$ cat config.mk
export PLATFORM = sky130hd
export DESIGN_NAME = module_cmd_rx
export DESIGN_NICKNAME = d
export VERILOG_FILES = /design/src/rtl/module_cmd_rx.sv
export SDC_FILE = /design/constraint.sdc
export NUM_CORES = 1
export LEC_CHECK = 0
export BUFFER_PORTS_ARGS = -buffer_cell sky130_fd_sc_hd__buf_2
export CAP_MARGIN = 0
export CORE_ASPECT_RATIO = 0.5
export CORE_MARGIN = 4
export CORE_UTILIZATION = 30
export DETAILED_ROUTE_END_ITERATION = 8
export GPL_TIMING_DRIVEN = 0
export PLACE_DENSITY = 0.44
export SLEW_MARGIN = 10
export SYNTH_ARGS = -nofsm -noshare
export SYNTH_HDL_FRONTEND = slang
export SYNTH_SLANG_ARGS = --single-unit
$ cat constraint.sdc
create_clock -name clk_in -period 11.6 [get_ports clk_in]
set_clock_uncertainty 0.05 [all_clocks]
set_input_delay 2.32 -clock clk_in [delete_from_list [all_inputs] [get_ports clk_in]]
set_output_delay 2.32 -clock clk_in [all_outputs]
set_load 0.02 [all_outputs]
$ cat src/rtl/module_cmd_rx.sv
// Serial 24-bit command receiver: oversamples SPI-like inputs, deserialises MSB-first words
// and queues them in a 2-entry buffer. Optional idle timeout enabled by `CMD_RX_TIMEOUT_EN.
module module_cmd_rx #(
  parameter int unsigned SYNC_STAGES    = 2,
  parameter int unsigned TIMEOUT_CYCLES = 1000
) (
  input  logic        clk_in,
  input  logic        rst,
  input  logic        spi_en_n,
  input  logic        spi_clk,
  input  logic        spi_sdo,
  output logic        cmd_valid,
  input  logic        cmd_ready,
  output logic [23:0] cmd_data,
  output logic        busy,
  output logic        frame_err,
  output logic        ovf_flag,
  input  logic        ovf_clr
);

  localparam logic [4:0] LastBit = 5'd23;

  // Synchronisers and edge history
  logic [SYNC_STAGES-1:0] en_sync_q, clk_sync_q, sdo_sync_q;
  logic                   en_hist_q, clk_hist_q;
  logic                   en_s, clk_s, sdo_s;

  // Deserialiser state
  logic [4:0]  bit_cnt_q, bit_cnt_d;
  logic [23:0] shift_q, shift_d;
  logic        push_q, push_d;
  logic [23:0] push_word_q, push_word_d;
  logic        frame_err_q;
  logic        abort;

  // Buffer state
  logic [1:0][23:0] mem_q;
  logic             wr_ptr_q, rd_ptr_q;
  logic [1:0]       count_q, count_d;
  logic             ovf_q;
  logic             pop, accept, ovf_event;

  logic clk_rise, en_rise, en_fall, timeout_hit;

  always_ff @(posedge clk_in or posedge rst) begin
    if (rst) begin
      en_sync_q  <= '1;
      clk_sync_q <= '0;
      sdo_sync_q <= '0;
      en_hist_q  <= 1'b1;
      clk_hist_q <= 1'b0;
    end else begin
      en_sync_q  <= {en_sync_q[SYNC_STAGES-2:0], spi_en_n};
      clk_sync_q <= {clk_sync_q[SYNC_STAGES-2:0], spi_clk};
      sdo_sync_q <= {sdo_sync_q[SYNC_STAGES-2:0], spi_sdo};
      en_hist_q  <= en_s;
      clk_hist_q <= clk_s;
    end
  end

  assign en_s  = en_sync_q[SYNC_STAGES-1];
  assign clk_s = clk_sync_q[SYNC_STAGES-1];
  assign sdo_s = sdo_sync_q[SYNC_STAGES-1];

  assign clk_rise = ~clk_hist_q & clk_s & ~en_s;
  assign en_rise  = ~en_hist_q & en_s;
  assign en_fall  = en_hist_q & ~en_s;
  assign busy     = (bit_cnt_q != 5'd0);

`ifdef CMD_RX_TIMEOUT_EN
  logic [15:0] idle_q, idle_d;

  assign timeout_hit = busy && (idle_q == 16'(TIMEOUT_CYCLES - 1));

  always_comb begin
    idle_d = 16'd0;
    if (!clk_rise && busy && !timeout_hit) begin
      idle_d = idle_q + 16'd1;
    end
  end

  always_ff @(posedge clk_in or posedge rst) begin
    if (rst) begin
      idle_q <= 16'd0;
    end else begin
      idle_q <= idle_d;
    end
  end
`else
  assign timeout_hit = 1'b0;
`endif

  // Enable transitions take priority; a bit edge cannot coincide with an en rise anyway
  always_comb begin
    bit_cnt_d   = bit_cnt_q;
    shift_d     = shift_q;
    push_d      = 1'b0;
    push_word_d = push_word_q;
    abort       = 1'b0;
    if (en_fall) begin
      bit_cnt_d = 5'd0;
    end else if (en_rise) begin
      abort     = busy;
      bit_cnt_d = 5'd0;
    end else if (clk_rise) begin
      shift_d = {shift_q[22:0], sdo_s};
      if (bit_cnt_q == LastBit) begin
        bit_cnt_d   = 5'd0;
        push_d      = 1'b1;
        push_word_d = shift_d;
      end else begin
        bit_cnt_d = bit_cnt_q + 5'd1;
      end
    end else if (timeout_hit) begin
      abort     = 1'b1;
      bit_cnt_d = 5'd0;
    end
  end

  always_ff @(posedge clk_in or posedge rst) begin
    if (rst) begin
      bit_cnt_q   <= 5'd0;
      shift_q     <= 24'd0;
      push_q      <= 1'b0;
      push_word_q <= 24'd0;
      frame_err_q <= 1'b0;
    end else begin
      bit_cnt_q   <= bit_cnt_d;
      shift_q     <= shift_d;
      push_q      <= push_d;
      push_word_q <= push_word_d;
      frame_err_q <= abort;
    end
  end

  assign frame_err = frame_err_q;

  // Two-entry buffer; a full buffer still accepts a push when the head pops in the same cycle
  assign cmd_valid = (count_q != 2'd0);
  assign cmd_data  = mem_q[rd_ptr_q];
  assign pop       = cmd_valid & cmd_ready;
  assign accept    = push_q & ((count_q != 2'd2) | pop);
  assign ovf_event = push_q & (count_q == 2'd2) & ~pop;

  always_comb begin
    count_d = count_q;
    unique case ({accept, pop})
      2'b10:   count_d = count_q + 2'd1;
      2'b01:   count_d = count_q - 2'd1;
      default: count_d = count_q;
    endcase
  end

  always_ff @(posedge clk_in or posedge rst) begin
    if (rst) begin
      mem_q    <= '0;
      wr_ptr_q <= 1'b0;
      rd_ptr_q <= 1'b0;
      count_q  <= 2'd0;
      ovf_q    <= 1'b0;
    end else begin
      if (accept) begin
        mem_q[wr_ptr_q] <= push_word_q;
        wr_ptr_q        <= ~wr_ptr_q;
      end
      if (pop) begin
        rd_ptr_q <= ~rd_ptr_q;
      end
      count_q <= count_d;
      if (ovf_event) begin
        ovf_q <= 1'b1;
      end else if (ovf_clr) begin
        ovf_q <= 1'b0;
      end
    end
  end

  assign ovf_flag = ovf_q;

endmodule
==> qor.yml, run 1 <==
synthToLayoutAreaGrowth_pct: 23.9
die_h_um: 96.2
placed_cells: 534
clk_path_buf_depth: 2
drt-pass1-iter-count: 4
r2r-end: "push_word_q[14]"
netlist_instances: 301
crit_path_end_kind: "output port"
clock_sinks: 115
vias_per_cell: 4.43
hpwl_um: 5600
clk-insertion-delay-late_ns: 0.41
drtIter0Drc: 123
crit_fanout: 10
crit_type: "register to output port"
cts_max_level: 4
ir_drop_mv: 0.0814
setup-tns-final_ns: 0
worstPathArrival_ns: 2.31
syn_nets: 313
drv_slew: 0
ys.warnings.count: 0
syn_area_per_cell_sq_um: 15.5
cts_buffers: 17
grt_pass1_vias: 2747
hold_violations: 0
grt.overflow.total: 0
fin_cells: 566
ys_top_cells_by_count: "mux2_2, dfrtp_1, inv_1"
drc: 0
grt_pass1_wl_um: 14400
grt_util_met1: 0.140
cts_root_buf: "clkbuf_16"
drive_above_1_share: 0.552
synth_edf_count: 0
ys_seq_area_frac: 0.617
synth_area_leader_cell: "dfrtp_1"
antenna_left: 0
grtUsageTotal: 0.107
rrSetupSlack_ns: 9.41
post_cts_buffers: 0
portBuffers: 34
yosysMostFrequentCell: "mux2_2"
powerDensity_nw_per_um2: 178
finalCritPeriodShare: 0.404
syn_area_sq_um: 4670
fin_nets: 367
drv_cap: 0
busiest_layer: "met2"
synth_cell_type_count: 32
coreArea_sq_um: 14900
critical_path.startpoint: "rd_ptr_q"
start_util: 0.314
cts.reportedPaths.clkPinSlew_ns: 0.06
max_freq_mhz: 214
wl_per_cell_um: 15.2
rsz0062_at_grt: "no"
min_period_ns: 4.68
use_met2: 0.165
io_pins: 35
synth_area_leaders: "dfrtp_1, mux2_2, dfstp_2"
leakage_nw: 2.92
rr_worst_depth: 6
reg2reg_from: "en_sync_q[1]"
die_w_um: 184
use_met3: 0.0283
antenna_found_initial: 0
hold_buffers: 0
yosysTopAreaCellShare: 0.600
die-area_sq_um: 17800
hold_class: "register to register"
maxSlewHeadroom: 0.457
ys.flop_type: "dfrtp_1"
async_flop_share: 1.00
tritoncts: "built"
outcome: "complete, no violations"
totalWireLength_um: 8590
grt_max_degree: 60
vias: 2510
endpoint: "cmd_data[16]"
diodes: 0
place_congestion: 0.662
synth-seq-cells: 115
setup.worst_path.start_class: "register"
setup-violations-final: 0
rows: 31
cp.required_ns: 9.23
ctsResizeCount: 0
worst_pin_slew_ns: 0.814
==> worst min path at each step <==
stage | from | endpoint | slack (ns) | cells past startpoint
floorplan | clk_sync_q[0] | clk_sync_q[1] | 0.28 | 0
global placement | clk_sync_q[0] | clk_sync_q[1] | 0.28 | 0
detailed placement | clk_sync_q[0] | clk_sync_q[1] | 0.29 | 0
CTS | clk_sync_q[0] | clk_sync_q[1] | 0.29 | 0
global route | clk_sync_q[0] | clk_sync_q[1] | 0.30 | 0
finish | clk_sync_q[0] | clk_sync_q[1] | 0.29 | 0
==> power by group <==
group / internal, mW / leakage [nW] / switching, mW / total (mW)
Combinational: 0.0104 / 1.02 / 0.0144 / 0.0249
Sequential: 0.411 / 1.58 / 0.00620 / 0.417
Clock: 0.402 / 0.316 / 0.185 / 0.587
==> cell type report <==
class,instances,area (sq um)
clock buffer,18,429
timing repair buffer,35,198
fill,1412,9070
buffer,13,76.3
sequential,115,2880
tap,198,248
inverter,8,35.0
clock inverter,14,235
multi-input combinational,165,1680
==> kinds of logic after synthesis <==
logic type,after synthesis,share of synthesized area
buffers and inverters,21,0.0228
adder cells (fa/ha/maj),5,0.0134
flip-flops,115,0.617
AO/OA/AOI/OAI,9,0.00964
AND/OR/NAND/NOR,27,0.0410
multiplexers,119,0.287
XOR/XNOR,5,0.00938
==> state kept, by name, summed over array words and instances (netlist names) <==
| signal | count |
|---|---|
| wr_ptr_q | 1 |
| push_word_q | 24 |
| clk_sync_q | 2 |
| sdo_sync_q | 2 |
| count_q | 2 |
| mem_q | 48 |
| shift_q | 23 |
| bit_cnt_q | 5 |
| rd_ptr_q | 1 |
| push_q | 1 |
| clk_hist_q | 1 |
| en_sync_q | 2 |
| en_hist_q | 1 |
| ovf_flag | 1 |
| frame_err | 1 |
==> stage by stage <==
step | worst slack (ns) | hold WS (ns) | instance area, sq um | util | power [mW]
2_1_floorplan | 6.19 | 0.281 | 4670 | - | 0.441
4_1_cts | 6.83 | 0.294 | 5790 | 0.389 | 1.04
3_3_place_gp | 4.91 | 0.283 | 5090 | 0.343 | 0.448
6_report | 6.92 | 0.290 | 5790 | 0.389 | 1.03
5_1_grt | 6.78 | 0.297 | 5790 | 0.389 | 1.07
3_5_place_dp | 7.27 | 0.286 | 5120 | 0.345 | 0.451
==> critical path: stages, from the launching register on <==
cell and delay, ns:
dfrtp_1 0.31, clkbuf_1 0.35, clkbuf_1 0.67, mux2_2 0.41, buf_2 0.16
==> cell usage in the layout (no fill, tap or decap), drive strengths merged, types with 2 or more instances in the layout <==
cell type / instances
mux2: 119
xnor2: 3
bufinv: 6
nor2: 3
nor3b: 3
dfstp: 3
xor2: 2
clkbuf: 20
ha: 5
or2: 2
dfrtp: 112
nand3: 3
clkinvlp: 3
nor3: 2
nand2: 5
o21ai: 4
clkinv: 5
buf: 46
a21oi: 5
inv: 8
or4b: 3
==> metal layers <==
| metal | vias to the layer above | share of wire |
|---|---|---|
| met5 | - | 0 |
| met4 | 0 | 0.018 |
| met3 | 14 | 0.024 |
| met2 | 30 | 0.46 |
| met1 | 1283 | 0.49 |
| li1 | 1183 | - |
No activity file was read; power rests on OpenSTA's default activity.
==> run 2, diff against run 1 <==
Settings changed: ABC_AREA set to 1, PLACE_DENSITY 0.44 to 0.45.
Clock period 11.6 ns to 3.8 ns, I/O delays scaled along.
==> qor.yml, run 2 <==
ir_drop_mv: 0.257
ys.warnings.count: 0
r2r-end: "push_word_q[23]"
placed_cells: 799
critPathMaxStageDelay_ns: 0.35
netlist_instances: 558
grt_max_degree: 36
cts_buffers: 17
min_period_ns: 2.93
setup-tns-final_ns: 0
drive_above_1_share: 0.155
finalCritPeriodShare: 0.772
antenna_left: 0
setup-violations-final: 0
synth_area_leader_cell: "dfrtp_1"
diodes: 0
final_common_cell: "nand2_1"
crit_fanout: 10
grtUsageTotal: 0.131
cp.required_ns: 2.99
path_delay_family: "buffers and inverters"
powerDensity_nw_per_um2: 523
hold_violations: 0
min_to: "clk_sync_q[1]"
nFillCells: 1619
start_util: 0.311
grt_pass1_wl_um: 19300
largest_register: "mem_q"
leakage_nw: 3.07
drtIter0Drc: 235
synth_cell_type_count: 26
rr_worst_depth: 8
setup.worst_path.start_class: "register"
grt.overflow.total: 0
syn_area_per_cell_sq_um: 8.70
crit_type: "register to output port"
die_h_um: 98.0
post_cts_buffers: 0
wl_per_cell_um: 13.6
synthToLayoutAreaGrowth_pct: 22.0
die_w_um: 188
ys_seq_area_frac: 0.593
synth-seq-cells: 115
rsz0062_at_grt: "no"
critPathBufInv: 4
hpwl_um: 7910
rows: 32
rrSetupSlack_ns: 1.93
cts_root_buf: "clkbuf_16"
reg2reg_from: "en_sync_q[1]"
syn_area_sq_um: 4860
fin_nets: 626
final_cell_mix: "nand2_1, dfrtp_1, o21ai_0"
clock_sinks: 115
clk_path_buf_depth: 2
vias_per_cell: 4.36
yosysMostFrequentCell: "nand2_1"
cts_max_level: 4
synth_edf_count: 0
io_pins: 35
path_cells: "clkbuf_1 -> clkinv_1 -> clkbuf_1 -> nand2_1 -> nand2_1 -> buf_2"
fin_cells: 831
maxSlewHeadroom: 0.549
synth_area_leaders: "dfrtp_1, nand2_1, o21ai_0"
hold_buffers: 0
yosysTopAreaCellShare: 0.577
drc: 0
die-area_sq_um: 18400
slowest_stage: "clkbuf_1"
max_freq_mhz: 341
holdPathStages: 0
worstPathArrival_ns: 2.12
ctsResizeCount: 0
tritoncts: "built"
drv_slew: 0
syn_nets: 570
hold_start: "clk_sync_q[0]"
place_congestion: 0.768
cts.reportedPaths.clkPinSlew_ns: 0.06
largest_reg_flops: 48
totalWireLength_um: 11300
drt-pass1-iter-count: 4
vias: 3620
worst_pin_slew_ns: 0.675
portBuffers: 34
antenna_found_initial: 1
hold_class: "register to register"
ys.flop_type: "dfrtp_1"
final_util: 0.379
drv_cap: 0
clk-insertion-delay-late_ns: 0.41
ys_top_cells_by_count: "nand2_1, dfrtp_1, o21ai_0"
reg.largest.list: "mem_q x48, push_word_q x24, shift_q x23"
coreArea_sq_um: 15600
crit_path_end_kind: "output port"
grt_pass1_vias: 3696
outcome: "complete, no violations"
async_flop_share: 1.00
run 2: where the power goes:
part           switching [mW]  internal, mW  leakage (nW)
registers              0.0273          1.27          1.57
logic                   0.202        0.0671          1.22
clock network           0.597         0.942         0.273
run 2: per-stage QoR:
stage,area (sq um),setup WS [ns],power (mW),hold slack (ns)
floorplan,4860,1.59,1.49,0.281
global placement,5290,0.647,1.58,0.283
detailed placement,5350,1.24,1.59,0.287
CTS,5930,0.793,3.15,0.300
global route,5930,0.701,3.24,0.310
finish,5930,0.866,3.10,0.298
run 2: worst max-delay path by stage:
stage	from	end	slack, ns	cells past startpoint
global placement	rst	mem_q[16]	0.65	2
detailed placement	rd_ptr_q	cmd_data[9]	1.24	6
finish	rd_ptr_q	cmd_data[9]	0.87	6
floorplan	rst	bit_cnt_q[0]	1.59	1
CTS	rd_ptr_q	cmd_data[9]	0.79	6
global route	rd_ptr_q	cmd_data[9]	0.70	6
run 2: logic make-up after synthesis:
logic type / count (synthesis) / share of synthesized area
fa+ha+maj: 5 / 0.0129
simple gates: 286 / 0.242
xor+xnor: 3 / 0.00541
compound gates: 73 / 0.0755
buf+inv: 76 / 0.0714
flops: 115 / 0.593
run 2: final cells by class:
type | instances | area (sq um) | area share
Clock inverter | 13 | 126 | 0.0213
Inverter | 48 | 184 | 0.0310
Tap cell | 204 | 255 | 0.0431
Sequential cell | 115 | 2880 | 0.486
Clock buffer | 19 | 453 | 0.0764
Buffer | 28 | 166 | 0.0281
Multi-Input combinational cell | 367 | 1630 | 0.275
Timing Repair Buffer | 37 | 230 | 0.0389
run 2: worst reg2reg max path: stages (launching register included):
cell     delay, ns
dfstp_2       0.56
inv_2         0.05
ha_1          0.29
inv_1         0.12
nor2_4        0.18
buf_4         0.19
buf_4         0.18
nand3_1       0.10
nand2_1       0.08
run 2: per-layer routing:
layer / up-vias / share of wire / track usage
met2: 50 / 0.41 / 0.188
met4: 0 / 0.0054 / 0.0406
li1: 1862 / - / -
met3: 4 / 0.040 / 0.0364
met1: 1704 / 0.54 / 0.193
met5: - / 0 / 0
